[src/rtl/parity_word_shifter.sv]
// rtl/parity_word_shifter.sv - frames a parity-coded word as start/data/stop on one serial line (optional PARITY_CHECK_EN)
module parity_word_shifter #(
  parameter int WIDTH      = 8,
  parameter int BIT_CYCLES = 1,
  parameter bit MSB_FIRST  = 1'b1
) (
  input  logic             clk,
  input  logic             rst_n,
  input  logic             in_valid,
  output logic             in_ready,
  input  logic [WIDTH-1:0] in_word,
  input  logic             in_mode,
  output logic             ser_out,
  output logic             busy,
  output logic             done,
  output logic             parity_err
);

  localparam int BW = $clog2(WIDTH + 1);
  localparam int CW = (BIT_CYCLES > 1) ? $clog2(BIT_CYCLES) : 1;
  localparam logic [CW-1:0] CYC_LAST = CW'(BIT_CYCLES - 1);
  localparam logic [BW-1:0] BIT_LOAD = BW'(WIDTH);

  typedef enum logic [1:0] {IDLE, START, SHIFT, STOP} state_t;

  state_t           state;
  logic [WIDTH-1:0] shreg;
  logic [WIDTH-1:0] shreg_next;
  logic [BW-1:0]    bit_cnt;
  logic [CW-1:0]    cyc_cnt;
  logic             head_now;
  logic             head_next;
  logic             accept;

  assign accept = (state == IDLE) && in_valid;

  // Shift direction and the bit that goes on the line now / after the next shift
  always_comb begin
    shreg_next = MSB_FIRST ? (shreg << 1) : (shreg >> 1);
    head_now   = MSB_FIRST ? shreg[WIDTH-1] : shreg[0];
    head_next  = MSB_FIRST ? shreg_next[WIDTH-1] : shreg_next[0];
  end

  // Frame sequencer: every line/status output is registered here
  always_ff @(posedge clk) begin
    if (!rst_n) begin
      state    <= IDLE;
      shreg    <= '0;
      bit_cnt  <= '0;
      cyc_cnt  <= '0;
      ser_out  <= 1'b1;
      busy     <= 1'b0;
      done     <= 1'b0;
      in_ready <= 1'b1;
    end else begin
      case (state)
        IDLE: begin
          done <= 1'b0;
          if (accept) begin
            state    <= START;
            shreg    <= in_word;
            bit_cnt  <= BIT_LOAD;
            cyc_cnt  <= CYC_LAST;
            ser_out  <= 1'b0;
            busy     <= 1'b1;
            in_ready <= 1'b0;
          end
        end
        START: begin
          if (cyc_cnt == '0) begin
            state   <= SHIFT;
            cyc_cnt <= CYC_LAST;
            ser_out <= head_now;
          end else begin
            cyc_cnt <= cyc_cnt - CW'(1);
          end
        end
        SHIFT: begin
          if (cyc_cnt == '0) begin
            shreg   <= shreg_next;
            bit_cnt <= bit_cnt - BW'(1);
            cyc_cnt <= CYC_LAST;
            if (bit_cnt == BW'(1)) begin
              state   <= STOP;
              ser_out <= 1'b1;
              // a one-cycle stop bit is also its own final cycle
              done    <= (BIT_CYCLES == 1);
            end else begin
              ser_out <= head_next;
            end
          end else begin
            cyc_cnt <= cyc_cnt - CW'(1);
          end
        end
        STOP: begin
          if (cyc_cnt == '0) begin
            state    <= IDLE;
            done     <= 1'b0;
            busy     <= 1'b0;
            in_ready <= 1'b1;
          end else begin
            cyc_cnt <= cyc_cnt - CW'(1);
            done    <= (cyc_cnt == CW'(1));
          end
        end
        default: state <= IDLE;
      endcase
    end
  end

`ifdef PARITY_CHECK_EN
  // Parity verdict is taken on the accepted word and held until the next accept
  always_ff @(posedge clk) begin
    if (!rst_n) begin
      parity_err <= 1'b0;
    end else if (accept) begin
      parity_err <= ((^in_word) != in_mode);
    end
  end
`else
  logic unused_mode;
  assign unused_mode = in_mode;
  assign parity_err  = 1'b0;
`endif

endmodule
[config.mk]
export PLATFORM = sky130hd
export DESIGN_NAME = parity_word_shifter
export DESIGN_NICKNAME = d
export VERILOG_FILES = /design/src/rtl/parity_word_shifter.sv
export SDC_FILE = /design/constraint.sdc
export NUM_CORES = 1
export LEC_CHECK = 0
export CAP_MARGIN = 5
export CORE_AREA = 4 4 49 51
export DETAILED_ROUTE_END_ITERATION = 16
export DIE_AREA = 0 0 53 55
export PLACE_DENSITY_LB_ADDON = 0.15
export SLEW_MARGIN = 40
export SYNTH_ARGS = -nofsm -noshare
export SYNTH_HDL_FRONTEND = slang
export SYNTH_SLANG_ARGS = --single-unit
[constraint.sdc]
create_clock -name clk -period 1.7 [get_ports clk]
set_input_delay 0.34 -clock clk [delete_from_list [all_inputs] [get_ports clk]]
set_output_delay 0.34 -clock clk [all_outputs]
set_load 0.05 [all_outputs]
### After elaboration in Yosys (flattened, before gate mapping)

Cells that the tools add are included.

* add/sub/neg operators: 2
* equal/unequal tests: 9
* multiplexer cells: 28
* reduce and logical (&&, ||, !) cells: 12

Operators with widths (count)
* two-way mux 8 bit: 2
* case mux 8 bit (2 select lines): 1
* two-way mux 1 bit: 11
* two-way mux 2 bit: 5
* inequality test 2 bit, second input constant: 5
* AND reduction 3 bit: 3
* two-way mux 4 bit: 2
* case mux 2 bit (4 select lines): 1
* case mux 4 bit (2 select lines): 1
* case mux 1 bit (2 select lines): 3
* case mux 1 bit (3 select lines): 2
* nonzero test 3 bit: 2
* AND reduction 5 bit: 1
* equality test 2 bit, second input constant: 2
* equality test 4 x 1 -> 1 bit, second input constant: 1
* AND reduction 4 bit: 1
* nonzero test 2 bit: 2
* subtractor 4 x 1 -> 4 bit, second input constant: 1
* OR reduction 3 bit: 1
* equality test 2 x 1 -> 1 bit, second input constant: 1
* zero test 2 bit: 1
* logical AND 1 bit: 1
* subtractor 1 bit, second input constant: 1

* bits in registers: 19
* output and inout bits: 5

### Depth between registers and ports, before layout

Gate-level depths: netlist of the first run.

* depth after elaboration: 4
* depth in mapped cells: 7
* depth with buffers taken out: 5

### Worst setup path after synthesis of the first run

No wires, ideal clock.

* path kind: register -> register
* from: register state[0]
* to: register shreg[6]
* library setup time: 0.116 ns
* arrival: 1.389 ns
* slack: 0.195 ns
* cell stages (with the launch flop): 7
* path buffers: 2
* path through: dfxtp_1 inv_1 ha_1 buf_6 mux2_4 buf_6 o211a_1

* longest elaborated chain between the ends: 4
* elaborated cells on any way between the ends: 8
* classes of those cells: 3 x eq/ne; 1 x mux; 4 x reduce/logical

RTL lines
* from (decl): line 26 `state_t state;`
* from (signal assigned): line 47 `state <= IDLE;`
* from (signal assigned): line 60 `state <= START;`
* from (signal assigned): line 71 `state <= SHIFT;`
* zero test 2 bit: line 35, 56
* logical AND 1 bit: line 35 `assign accept = (state == IDLE) && in_valid;`
* inequality test 2 bit (no source line)
* AND reduction 3 bit (no source line)
* to (signal assigned): line 61 `shreg <= in_word;`
* to (signal assigned): line 80 `shreg <= shreg_next;`
* to (decl): line 27 `logic [WIDTH-1:0] shreg;`

Parallel ways exist; a longest one is shown, timed or not.
A chain may end at the register's enable or synchronous reset.

### Final worst setup path of the first run

* from: register state[0]
* to: register shreg[7]

The elaborated chain is that of the path after synthesis.

==> results of run 1 <==
placed cells by master (no fill, tap or decap):
| cell | count |
|---|---|
| a211oi_2 | 1 |
| nor4_1 | 1 |
| o31a_1 | 1 |
| nor2b_1 | 3 |
| dfxtp_1 | 18 |
| a21oi_1 | 7 |
| buf_4 | 8 |
| a21boi_0 | 1 |
| conb_1 | 1 |
| o311ai_0 | 1 |
| o32ai_1 | 1 |
| o211a_1 | 1 |
| o31ai_1 | 2 |
| a211oi_1 | 5 |
| clkinv_1 | 1 |
| and2_1 | 1 |
| mux2_4 | 1 |
| ha_1 | 6 |
| o221a_2 | 2 |
| nor2_1 | 6 |
| clkdlybuf4s50_1 | 10 |
| nor3b_1 | 1 |
| o21a_1 | 2 |
| mux2i_1 | 8 |
| o21ai_0 | 3 |
| a311oi_1 | 1 |
| inv_1 | 5 |
| clkbuf_4 | 3 |
| nand2_1 | 8 |
| nand3b_1 | 1 |
| nand3_1 | 3 |
| nand2b_1 | 1 |
metrics by stage:
| stage | TNS (ns) | power (mW) | hold WS, ns | utilization [%] | instances |
|---|---|---|---|---|---|
| 3_3_place_gp | 0 | 1.55 | 0.446 | 55.4 | 138 |
| 4_1_cts | 0 | 1.80 | 0.469 | 56.6 | 141 |
| 6_report | 0 | 1.79 | 0.463 | 56.6 | 141 |
| 2_1_floorplan | 0 | 1.40 | 0.432 | - | 99 |
| 5_1_grt | 0 | 1.93 | 0.497 | 56.6 | 141 |
| 3_5_place_dp | -0.00305 | 1.58 | 0.454 | 55.4 | 138 |
critical path: stages, from the launching register on:
cell and delay (ns):
dfxtp_1 0.41, inv_1 0.08, ha_1 0.29, mux2_4 0.42, o221a_2 0.29
how the worst min path moves through the flow:
stage	from	slack (ns)	to
global placement	shreg[0]	0.45	shreg[0]
finish	shreg[0]	0.46	shreg[0]
floorplan	shreg[0]	0.43	shreg[0]
global route	shreg[0]	0.50	shreg[0]
CTS	shreg[0]	0.47	shreg[0]
detailed placement	shreg[0]	0.45	shreg[0]
state kept, by name, summed over array words and instances (netlist names):
name,count
in_ready,1
state,2
done,1
shreg,8
ser_out,1
bit_cnt,4
busy,1
kinds of logic (layout without fill, tap and decap cells):
| logic type | after synthesis | after routing |
|---|---|---|
| AO/OA/AOI/OAI | 28 | 28 |
| AND/OR/NAND/NOR | 25 | 25 |
| flip-flops | 18 | 18 |
| buffers and inverters | 12 | 27 |
| multiplexers | 9 | 9 |
| adder cells (fa/ha/maj) | 6 | 6 |
| other | 1 | 1 |
metal layers:
| layer | global-route usage [%] | share of wire [%] |
|---|---|---|
| met2 | 25.0 | 49 |
| met4 | 6.38 | 0.69 |
| met1 | 19.0 | 48 |
| met5 | 0 | 0 |
| met3 | 3.22 | 2.8 |
cell type report:
type	count	area share (%)
multi-input cells	69	45.4
flip-flops and latches	18	32.8
repair buffers	18	14.6
well taps	27	3.08
clock buffers	3	2.05
inverters	6	2.05
power by group:
| group | internal (mW) | switching (mW) | total (mW) |
|---|---|---|---|
| Sequential | 0.564 | 0.100 | 0.664 |
| Clock | 0.0823 | 0.127 | 0.209 |
| Combinational | 0.398 | 0.514 | 0.912 |
| Total | 1.04 | 0.741 | 1.79 |
==> impl_results.md, run 1 <==
- Router iterations before antenna repair: 4
- Number of gates resized after CTS: 0
- Most common flop cell mapped by yosys: dfxtp_1
- Detail Placement HPWL: 1.43 mm
- Reported leakage power: 0.432 nW
- IR Drop Worst-Case VDD: 0.000833 V
- Antenna Diode Count: 0
- Number of cells on the worst reg-to-reg path: 4
- Vias per cell: 5.31
- Die outline width: 53 um
- Synthesized-area fraction occupied by xor and xnor cells: 0%
- Root Buffer: clkbuf_4
- Clock skew after layout: 0.00924 ns
- Total area of sequential cells: 360 um2
- Leading post-synthesis cells by cell area: dfxtp_1 (39%), mux2i_1 (8.6%), ha_1 (8.1%)
- Footprint of the multi-input gates: 499 um2
- Mean area per synthesized cell: 9.38 um2
- GRT Total Usage: 15.1%
- TritonCTS clock tree: done
- Total gr overflow: 0
- Number of enable-type register cells in the synthesized netlist: 0
- Hold-fix buffers, CTS: 0
- Chip height: 55 um
- Number of rows in the core area: 16
- Crit path kind: register to register
- Clock-pin slew on the worst setup and hold paths: 0.10 ns
- Final setup violation count: 0
- Area share of the largest cell type after synthesis: 38.8%
- Slew Limit Fails: 0
- Reg-to-reg slack, setup: 0.11 ns
- Path type of the worst min-delay path: register to register
- Portion of the clock cycle consumed by the worst path in the final layout: 93.7%
- Fillcell total: 196
- Share of synthesized registers carrying an async set or reset: 0%
- Syn_nets: 117
- Synthesized cell area: 928 um2
- Routed wire per std cell: 13.4 um
- Synthesis-to-finish area growth: 18.3%
- Number of buffers on the longest clock path: 2
- Vias: 749
- Final Net Count: 134
- Area of all placed cells without fillers: 1100 um2
- Proportion of synthesized area in mux cells: 10.2%
- Setup repair after global routing missed its margin: false
- H-tree levels: 1
- Kind of end point of the critical path: register
- Library cell with the largest summed area after synthesis: dfxtp_1
- Number of buffers inserted to repair setup after CTS: 0
- Reg2reg start: state[0]
- Cell area after placement: 1080 um2
- Via count of the first global-routing pass: 733
- Critical Path Source: state[0]
- Power per cell area: 1630 nW/um2
- Clock latency of the later-clocked register in the worst-skew pair: 0.29 ns
- Worst setup endpoint: shreg[7]
- Arrival time worst endpoint: 1.79 ns
- Endpoint of the worst register-to-register path: shreg[7]
- Die Footprint: 2920 um2
- Instance count of the mapped netlist: 99
- Synth Area in Compound Gates: 22.1%
- DRC: 0
- Sequential share of the synthesized area: 38.8%
- Simple-gate portion of the synthesized area: 12.9%
- Wire length of the first global-routing pass: 3.19 mm
- Clock net sink count: 18
- Number of failing hold endpoints at the final stage: 0
- Synth warn: 0
- Critical Path Fanout Max: 17
- Result of the run: complete, no violations
- Placeable core region: 1940 um2
- Sort of element at the start of the critical path: register
- Cell variety after synth: 33
- Initial antenna violation count: 0
- Num CTS Buffers: 3
- List of most frequent post-synthesis cells: dfxtp_1 (18), mux2i_1 (8), nand2_1 (8)
- Most used standard cell by instance count after synthesis: dfxtp_1
- Worst setup timing slack at the placement stage: -0.00305 ns
- Gpl congestion: 0.735
- Max-Cap Viols: 0
- Area share of fa/ha/maj cells after synthesis: 8.09%
- Io pins: 17
- Initial core utilization: 47.8%
- Maximum number of pins on one net before global-route repair: 18
- PortBufs: 14
- Data required time of the critical path: 1.89 ns
- Number of instances on the worst hold path: 2
- Initial drt markers: 12
- Peak clock frequency supported by timing: 628 MHz
- Main combinational cell family by area after synthesis: compound AO/OA/AOI/OAI gates
- Share of layout cells above drive strength 1: 13.2%
- DRT Wirelength: 1.89 mm
- Final setup margin: 0.107 ns
- Post-route antenna net violation count: 0
- Synthesized flop and latch total: 18
- Post-layout min period: 1.59 ns
(Power assumes the default switching activity.)
==> run 2, diff against run 1 <==
- CORE_AREA: 4 4 49 51 -> 4 4 50 52
- DIE_AREA: 0 0 53 55 -> 0 0 54 56
==> impl_results.md, run 2 (synthesized netlist as in run 1, its figures left out) <==
- Arrival time worst endpoint: 1.76 ns (was 1.79 ns)
- Clock skew after layout: 0.00128 ns (was 0.00924 ns)
- Share of layout cells above drive strength 1: 13.2% (unchanged)
- Cell area after placement: 1080 um2 (about the same)
- Data required time of the critical path: 1.89 ns (about the same)
- Combinational share of power: 50.8% (was 51.1%)
- DRT Wirelength: 1.86 mm (was 1.89 mm)
- Die outline width: 54 um (was 53 um)
- Via count of the first global-routing pass: 758 (was 733)
- Number of gates resized after CTS: 0 (unchanged)
- Placeable core region: 2110 um2 (was 1940 um2)
- Io pins: 17 (unchanged)
- Antenna Diode Count: 0 (unchanged)
- Buf+Inv Stages, Crit Path: 1 (unchanged)
- Reg2reg start: state[0] (unchanged)
- Post-layout min period: 1.57 ns (was 1.59 ns)
- Fillcell total: 194 (was 196)
- Vias: 751 (was 749)
- Root Buffer: clkbuf_4 (unchanged)
- Total negative slack: 0 ns (unchanged)
- Portion of the clock cycle consumed by the worst path in the final layout: 92.6% (was 93.7%)
- Footprint of the multi-input gates: 499 um2 (unchanged)
- Number of flip-flops in the largest register: 8 (unchanged)
- Switching power share of the total: 41.3% (was 41.5%)
- Clock latency of the later-clocked register in the worst-skew pair: 0.29 ns (about the same)
- Router iterations before antenna repair: 4 (unchanged)
- Core utilization of the finished layout: 52.2% (was 56.6%)
- Vias per cell: 5.29 (was 5.31)
- Crit path kind: register to register (unchanged)
- DRC: 0 (unchanged)
- Number of buffers inserted to repair setup after CTS: 0 (unchanged)
- Most flops, register: shreg (unchanged)
- H-tree levels: 1 (unchanged)
- Final Net Count: 134 (unchanged)
- PortBufs: 14 (unchanged)
- Cell Count, Final, Fillers Out: 142 (was 141)
- Slew Limit Fails: 0 (unchanged)
- Initial core utilization: 44.1% (was 47.8%)
- Final setup violation count: 0 (unchanged)
- Worst setup timing slack at the placement stage: 0.0242 ns (was -0.00305 ns)
- Power dissipated by switching net loads: 732 uW (was 741 uW)
- Routed wire per std cell: 13.1 um (was 13.4 um)
- Number of buffers on the longest clock path: 2 (unchanged)
- Initial antenna violation count: 0 (unchanged)
- List of cells traversed by the critical path: inv_1 -> ha_1 -> mux2_4 -> o221a_2 (unchanged)
- Part of the power in registers: 37.4% (was 37.2%)
- Launch point of the worst hold path: shreg[0] (unchanged)
- Crit-path slowest cell: mux2_4 (unchanged)
- Kind of end point of the critical path: register (unchanged)
- IR Drop Worst-Case VDD: 0.000852 V (was 0.000833 V)
- Number of placed instances, taps included: 139 (was 138)
- Most common library cell in the layout ignoring fill and taps: dfxtp_1 (unchanged)
- Total chip power: 1.78 mW (was 1.79 mW)
- GRT Total Usage: 14.5% (was 15.1%)
- Post-route worst hold slack: 0.470 ns (was 0.463 ns)
- Setup repair after global routing missed its margin: false (unchanged)
- Dominant delay contributor by cell family on the critical path: multiplexers (unchanged)
- TritonCTS clock tree: done (unchanged)
- Top library cells by usage in the layout, fill and taps aside: dfxtp_1 (18), clkdlybuf4s50_1 (10), mux2i_1 (8), nand2_1 (8), buf_4 (8) (unchanged)
- Post-route antenna net violation count: 0 (unchanged)
- Area of all placed cells without fillers: 1100 um2 (about the same)
- Gpl congestion: 0.772 (was 0.735)
- Initial drt markers: 7 (was 12)
- Maximum number of pins on one net before global-route repair: 18 (unchanged)
- Max-Cap Viols: 0 (unchanged)
- Path type of the worst min-delay path: register to register (unchanged)
- Proportion of power drawn by the clock network: 11.8% (was 11.7%)
- Number of rows in the core area: 17 (was 16)
- Largest registers: shreg (8), bit_cnt (4), state (2) (unchanged)
- Critical Path Fanout Max: 17 (unchanged)
- Synthesis-to-finish area growth: 18.5% (was 18.3%)
- Detail Placement HPWL: 1.40 mm (was 1.43 mm)
- Power per cell area: 1610 nW/um2 (was 1630 nW/um2)
- Result of the run: complete, no violations (unchanged)
- Total gr overflow: 0 (unchanged)
- Sort of element at the start of the critical path: register (unchanged)
- Num CTS Buffers: 3 (unchanged)
- Clock net sink count: 18 (unchanged)
- Reported leakage power: 0.432 nW (unchanged)
- Chip height: 56 um (was 55 um)
- Die Footprint: 3020 um2 (was 2920 um2)
- Total area of sequential cells: 360 um2 (unchanged)
- Worst stage delay on the critical path: 0.42 ns (about the same)
- Wire length of the first global-routing pass: 3.34 mm (was 3.19 mm)
- Critical Path Source: state[0] (unchanged)
- Number of failing hold endpoints at the final stage: 0 (unchanged)
- Clock-pin slew on the worst setup and hold paths: 0.10 ns (about the same)
- Final setup margin: 0.126 ns (was 0.107 ns)
- Cell-internal power: 1.04 mW (about the same)
- Hold-fix buffers, CTS: 0 (unchanged)
- Peak clock frequency supported by timing: 635 MHz (was 628 MHz)
[run 2: cell counts in the layout (fill, tap and decap cells not counted)]
Identical to the previous run, type by type.
[run 2: path summary, 6_finish.rpt]
path	cells after the start	to	slack, ns
worst min register to register	2	shreg[0]	0.47
worst min-delay path	2	shreg[0]	0.47
worst max-delay path	4	shreg[7]	0.13
worst max register to register	4	shreg[7]	0.13
[run 2: power groups by stage]
stage               registers (mW)  logic, mW  clock network, mW
floorplan                    0.723      0.675                  0
global placement             0.666      0.884                  0
detailed placement           0.674      0.904                  0
CTS                          0.664      0.909              0.217
global route                 0.683       1.01              0.234
finish                       0.663      0.902              0.210
[run 2: cell type report]
cell class	count	area share [%]
clock buffer	3	2.05
tap	28	3.19
timing repair buffer	18	14.6
multi-input combinational	69	45.4
sequential	18	32.8
inverter	6	2.05
[run 2: worst register-to-register path, cell delays in order, from the launching register on]
cell,delay [ns]
dfxtp_1,0.40
inv_1,0.08
ha_1,0.29
mux2_4,0.42
o221a_2,0.29
[run 2: per-layer routing]
metal	wire, um	vias to the layer above	global-route usage (%)
li1	-	383	-
met1	873	355	19.4
met2	907	11	22.8
met3	57	2	3.22
met4	17	0	4.27
met5	0	-	0
